<file path="src/rtl/uart_tx_pkg.sv">
// Shared UART definitions: default bit timing and transmitter state encoding.
// The receive path imports the same defaults so both ends agree on bit timing.
package uart_tx_pkg;

  localparam int OVERSAMPLE_DEF = 16;
  localparam int DATA_BITS_DEF  = 8;

  typedef enum logic [1:0] {
    ST_IDLE  = 2'd0,
    ST_START = 2'd1,
    ST_DATA  = 2'd2,
    ST_STOP  = 2'd3
  } tx_state_e;

  // Clock cycles from the first start-bit cycle through the last stop-bit cycle.
  function automatic int frame_cycles(input int oversample, input int data_bits);
    return (data_bits + 2) * oversample;
  endfunction

  localparam int FRAME_CYCLES_DEF = frame_cycles(OVERSAMPLE_DEF, DATA_BITS_DEF);

endpackage

</file>
<file path="src/rtl/uart_tx_baud_cnt.sv">
// Oversample counter: wraps at OVERSAMPLE-1 and flags the last cycle of each bit period.
// Held at zero while clr_i is high so a frame always starts on a fresh bit period.
module uart_tx_baud_cnt
  import uart_tx_pkg::*;
#(
  parameter int OVERSAMPLE = OVERSAMPLE_DEF
) (
  input  logic clk,
  input  logic rst_n,
  input  logic clr_i,
  input  logic en_i,
  output logic bit_tick_o
);

  localparam int CW = (OVERSAMPLE > 1) ? $clog2(OVERSAMPLE) : 1;
  localparam logic [CW-1:0] CNT_LAST = CW'(OVERSAMPLE - 1);

  logic [CW-1:0] cnt_q, cnt_d;

  always_comb begin
    cnt_d = cnt_q;
    if (clr_i) begin
      cnt_d = '0;
    end else if (en_i) begin
      cnt_d = (cnt_q == CNT_LAST) ? '0 : cnt_q + 1'b1;
    end
  end

  always_ff @(posedge clk or negedge rst_n) begin
    if (!rst_n) begin
      cnt_q <= '0;
    end else begin
      cnt_q <= cnt_d;
    end
  end

  assign bit_tick_o = en_i && !clr_i && (cnt_q == CNT_LAST);

endmodule

</file>
<file path="src/rtl/uart_tx.sv">
// 8N1 UART transmitter with a one-deep holding register; LSB first, line idles high.
// A byte queued during a frame is launched straight after that frame's stop bit.
module uart_tx
  import uart_tx_pkg::*;
#(
  parameter int OVERSAMPLE = OVERSAMPLE_DEF,
  parameter int DATA_BITS  = DATA_BITS_DEF
) (
  input  logic                 clk,
  input  logic                 rst_n,
  input  logic                 tx_start,
  input  logic [DATA_BITS-1:0] datain,
  output logic                 tx_ready,
  output logic                 tx_int,
  output logic                 data_wr
);

  localparam int BW = (DATA_BITS > 1) ? $clog2(DATA_BITS) : 1;
  localparam logic [BW-1:0] BIT_LAST = BW'(DATA_BITS - 1);

  tx_state_e            state_q, state_d;
  logic [BW-1:0]        bit_q, bit_d;
  logic [DATA_BITS-1:0] shift_q, shift_d;
  logic [DATA_BITS-1:0] hold_q, hold_d;
  logic                 hold_full_q, hold_full_d;
  logic                 data_wr_q, data_wr_d;
  logic                 tx_int_q, tx_int_d;
  logic                 bit_tick;
  logic                 accept;
  logic                 load;

  uart_tx_baud_cnt #(
    .OVERSAMPLE (OVERSAMPLE)
  ) u_baud_cnt (
    .clk        (clk),
    .rst_n      (rst_n),
    .clr_i      (state_q == ST_IDLE),
    .en_i       (state_q != ST_IDLE),
    .bit_tick_o (bit_tick)
  );

  assign accept = tx_start && !hold_full_q;

  always_comb begin
    state_d     = state_q;
    bit_d       = bit_q;
    shift_d     = shift_q;
    hold_d      = hold_q;
    hold_full_d = hold_full_q;
    load        = 1'b0;

    case (state_q)
      ST_IDLE: begin
        if (hold_full_q) begin
          load    = 1'b1;
          state_d = ST_START;
        end
      end
      ST_START: begin
        if (bit_tick) begin
          state_d = ST_DATA;
          bit_d   = '0;
        end
      end
      ST_DATA: begin
        if (bit_tick) begin
          if (bit_q == BIT_LAST) begin
            state_d = ST_STOP;
          end else begin
            bit_d = bit_q + 1'b1;
          end
        end
      end
      ST_STOP: begin
        if (bit_tick) begin
          if (hold_full_q) begin
            load    = 1'b1;
            state_d = ST_START;
          end else begin
            state_d = ST_IDLE;
          end
        end
      end
      default: state_d = ST_IDLE;
    endcase

    // Load only happens with hold full and accept only with hold empty, so they never collide.
    if (load) begin
      shift_d     = hold_q;
      hold_full_d = 1'b0;
    end
    if (accept) begin
      hold_d      = datain;
      hold_full_d = 1'b1;
    end

    // Outputs are registered, so they are decoded from the next state.
    case (state_d)
      ST_START: data_wr_d = 1'b0;
      ST_DATA:  data_wr_d = shift_d[bit_d];
      default:  data_wr_d = 1'b1;
    endcase
    tx_int_d = (state_d != ST_IDLE);
  end

  always_ff @(posedge clk or negedge rst_n) begin
    if (!rst_n) begin
      state_q     <= ST_IDLE;
      bit_q       <= '0;
      shift_q     <= '0;
      hold_q      <= '0;
      hold_full_q <= 1'b0;
      data_wr_q   <= 1'b1;
      tx_int_q    <= 1'b0;
    end else begin
      state_q     <= state_d;
      bit_q       <= bit_d;
      shift_q     <= shift_d;
      hold_q      <= hold_d;
      hold_full_q <= hold_full_d;
      data_wr_q   <= data_wr_d;
      tx_int_q    <= tx_int_d;
    end
  end

  assign tx_ready = !hold_full_q;
  assign tx_int   = tx_int_q;
  assign data_wr  = data_wr_q;

endmodule
</file>
<file path="config.mk">
export PLATFORM = sky130hd
export DESIGN_NAME = uart_tx
export DESIGN_NICKNAME = d
export VERILOG_FILES = /design/src/rtl/uart_tx_pkg.sv /design/src/rtl/uart_tx_baud_cnt.sv /design/src/rtl/uart_tx.sv
export SDC_FILE = /design/constraint.sdc
export NUM_CORES = 1
export LEC_CHECK = 0
export BUFFER_PORTS_ARGS = -buffer_cell sky130_fd_sc_hd__clkbuf_2
export CAP_MARGIN = 15
export CORE_MARGIN = 2
export CORE_UTILIZATION = 35
export CTS_BUF_LIST = sky130_fd_sc_hd__clkbuf_16
export DETAILED_ROUTE_END_ITERATION = 12
export PLACE_DENSITY_LB_ADDON = 0.25
export SYNTH_ARGS = -nofsm -noshare
export SYNTH_HDL_FRONTEND = slang
export SYNTH_SLANG_ARGS = --single-unit
</file>
<file path="constraint.sdc">
create_clock -name clk -period 3.1 [get_ports clk]
set_clock_uncertainty 0.05 [all_clocks]
set_input_delay 0.62 -clock clk [delete_from_list [all_inputs] [get_ports clk]]
set_output_delay 0.62 -clock clk [all_outputs]
set_load 0.01 [all_outputs]
</file>
==> impl_metrics.json <==
{
  "end_kind": "flop",
  "grt_first_pass_wirelength_mm": 4.533,
  "coreArea_um2": 3971,
  "irDropWorstVdd_uv": 299.9,
  "cts_buffers": 3,
  "die-width_um": 67.98,
  "finalCritPeriodShare": 0.8195,
  "power.share.clock": 0.207,
  "synth.avg_cell_area_um2": 12.24,
  "seq_power_share": 0.430,
  "p_int_uw": 946.9,
  "tightest_slew_ns": 0.6836,
  "total_power_mw": 1.397,
  "yosysSeqAreaShare": 0.4900,
  "max_freq_mhz": 393.7,
  "ios": 14,
  "critPathLaunchType": "flop",
  "ys_seq_elements": 28,
  "r2r_start": "state_q[0]",
  "critical_path.max_fanout": 9,
  "cellLeakagePower_nw": 0.7477,
  "ys_warn_count": 0,
  "hold_violations": 0,
  "r2r-end": "data_wr",
  "crit_type": "reg -> reg",
  "clk_path_buf_depth": 2,
  "powerDensity_nw_per_um2": 866.1,
  "synth_edf_count": 0,
  "root_buffer": "clkbuf_16",
  "period_minus_slack_ns": 2.540,
  "wl_per_cell_um": 14.11,
  "row_count": 23,
  "syn_area_um2": 1433,
  "cts_tree": "built",
  "diodes": 0,
  "critical-path-max-stage-delay_ns": 0.46,
  "cp_data_required_time_ns": 3.22,
  "reg2reg_setup_slack_ns": 0.56,
  "start_util": 0.3607,
  "path_cells": "inv_1, ha_1, nor3_4, mux2_2, mux2_1, a31oi_1, a41oi_2",
  "combPwrFrac": 0.362,
  "gp_congestion": 0.7265,
  "antenna_found_initial": 0,
  "drv_slew": 0,
  "grt_pass1_vias": 1013,
  "postSynthCellCount": 117,
  "hpwl_mm": 1.895,
  "cts_setup_buffers": 0,
  "hold_path_class": "in -> async",
  "final_layout_size_suffix_gt1_frac": 0.3231,
  "outcome": "complete, no violations",
  "ant_nets": 0,
  "crit_path_top_delay_cell": "nor3_4",
  "setup-violations-final": 0,
  "overflow": 0,
  "drc": 0,
  "die_h_um": 67.98,
  "syn_nets": 135,
  "power_switching_uw": 449.9,
  "grt_max_degree": 29,
  "p_sw_frac": 0.3221,
  "clock_latency_ns": 0.26,
  "ys.flop_type": "dfrtp_1",
  "worstRegToRegCells": 7,
  "drt-total-wl_mm": 2.540,
  "dieArea_um2": 4621,
  "clkSinkCount": 28,
  "worst_ep_arrival_time_ns": 2.66,
  "clk_pin_slew_ns": 0.07,
  "num_vias": 905,
  "fill_cells": 384,
  "ctsResizeCount": 0,
  "async_flop_share": 1.000,
  "drt-initial-drc-count": 41,
  "tns_ns": 0,
  "rsz0062_at_grt": "no",
  "routed_via_density": 5.028,
  "slew_headroom": 0.5443,
  "portBuffers": 13,
  "synthToLayoutAreaGrowth_pct": 12.58,
  "ctsHoldBuffers": 0,
  "multi_input_area_um2": 674.4,
  "drv_cap": 0,
  "htreeDepth": 1,
  "drtPass1Iterations": 4,
  "track_usage": 0.1297,
  "regArea_um2": 701.9,
  "ys_types": 41,
  "fin_nets": 149
}
==> cells in the mapped netlist, drive strengths merged (2+ instances only) <==
cell type	number	share of area
a21oi	5	0.017
a221oi	2	0.024
a311oi	2	0.012
a31oi	2	0.0087
a41oi	2	0.023
and2b	2	0.010
buf	2	0.013
clkbuf	2	0.0052
dfrtp	27	0.47
ha	7	0.061
inv	7	0.018
mux2	17	0.14
nand2	5	0.013
nand2b	2	0.0087
nor2	12	0.031
nor3	2	0.015
o21ai	2	0.015
==> how the worst max path moves through the flow <==
stage | startpoint | end | slack [ns] | cells after the start
after floorplan | state_q[0] | data_wr | 0.78 | 9
after global placement | state_q[0] | data_wr | 0.58 | 7
after detailed placement | state_q[0] | data_wr | 0.54 | 7
after CTS | state_q[0] | data_wr | 0.53 | 7
after global routing | state_q[0] | data_wr | 0.34 | 8
final | state_q[0] | data_wr | 0.56 | 7
==> power groups by stage <==
| stage | sequential [mW] | clock [mW] | combinational, mW |
|---|---|---|---|
| 2_1_floorplan | 0.586 | 0 | 0.409 |
| 3_3_place_gp | 0.603 | 0 | 0.498 |
| 3_5_place_dp | 0.611 | 0 | 0.508 |
| 4_1_cts | 0.604 | 0.298 | 0.514 |
| 5_1_grt | 0.627 | 0.318 | 0.562 |
| 6_report | 0.601 | 0.290 | 0.506 |
==> final cells by class <==
type | instances | share of cell area
clock buffers | 3 | 0.04655
inverters | 8 | 0.01862
multi-input cells | 77 | 0.4182
clock inverters | 1 | 0.002327
flip-flops and latches | 28 | 0.4352
repair buffers | 13 | 0.04034
well taps | 50 | 0.03879
==> sequential cells by signal, indices dropped and copies added (netlist names) <==
register and count:
u_baud_cnt.cnt_q 4, bit_q 3, shift_q 8, data_wr 1, state_q 2, hold_q 8
tx_int 1, hold_full_q 1
==> per-stage QoR <==
step	cell area, µm²	util	hold slack [ns]	std cells	setup WS [ns]
finish	1613	0.4061	0.3381	180	0.5597
floorplan	1433	-	0.2744	117	0.7784
CTS	1613	0.4061	0.3772	180	0.5288
detailed placement	1534	0.3863	0.4370	176	0.5432
global route	1613	0.4061	0.4007	180	0.3395
global placement	1534	0.3863	0.4344	176	0.5788
==> layout by cell type, fill, tap and decap left out, types with 2 or more instances in the layout <==
cell	netlist	routed
dfrtp_1	27	27
inv_1	6	6
clkbuf_2	0	13
mux2_2	15	15
and2b_1	2	2
a41oi_2	2	2
nand2b_1	2	2
a311oi_1	2	2
ha_1	7	7
a31oi_1	2	2
nand2_1	5	5
clkinv_1	1	2
clkbuf_16	0	3
a21oi_1	5	5
nor2_1	12	12
==> per-layer routing <==
layer	GRT usage	wire length, µm
met5	0	0
met3	0.02961	55
met4	0.03750	23
met2	0.2184	1287
met1	0.1663	1173
==> critical path, delay by kind of cell, from the launching register on <==
kind | cells | cell delay (ns)
mux | 2 | 0.71
simple gates | 1 | 0.46
buf+inv | 1 | 0.10
flops | 1 | 0.39
compound gates | 2 | 0.34
fa+ha+maj | 1 | 0.42
==> cells by family after synthesis <==
kind of cell	synth area share
multiplexers	0.1432
buffers and inverters	0.03930
XOR/XNOR	0.006115
AND/OR/NAND/NOR	0.1135
adder cells (fa/ha/maj)	0.06113
AO/OA/AOI/OAI	0.1467
flip-flops	0.4900
Note: power is estimated with default switching activity, not from simulation.
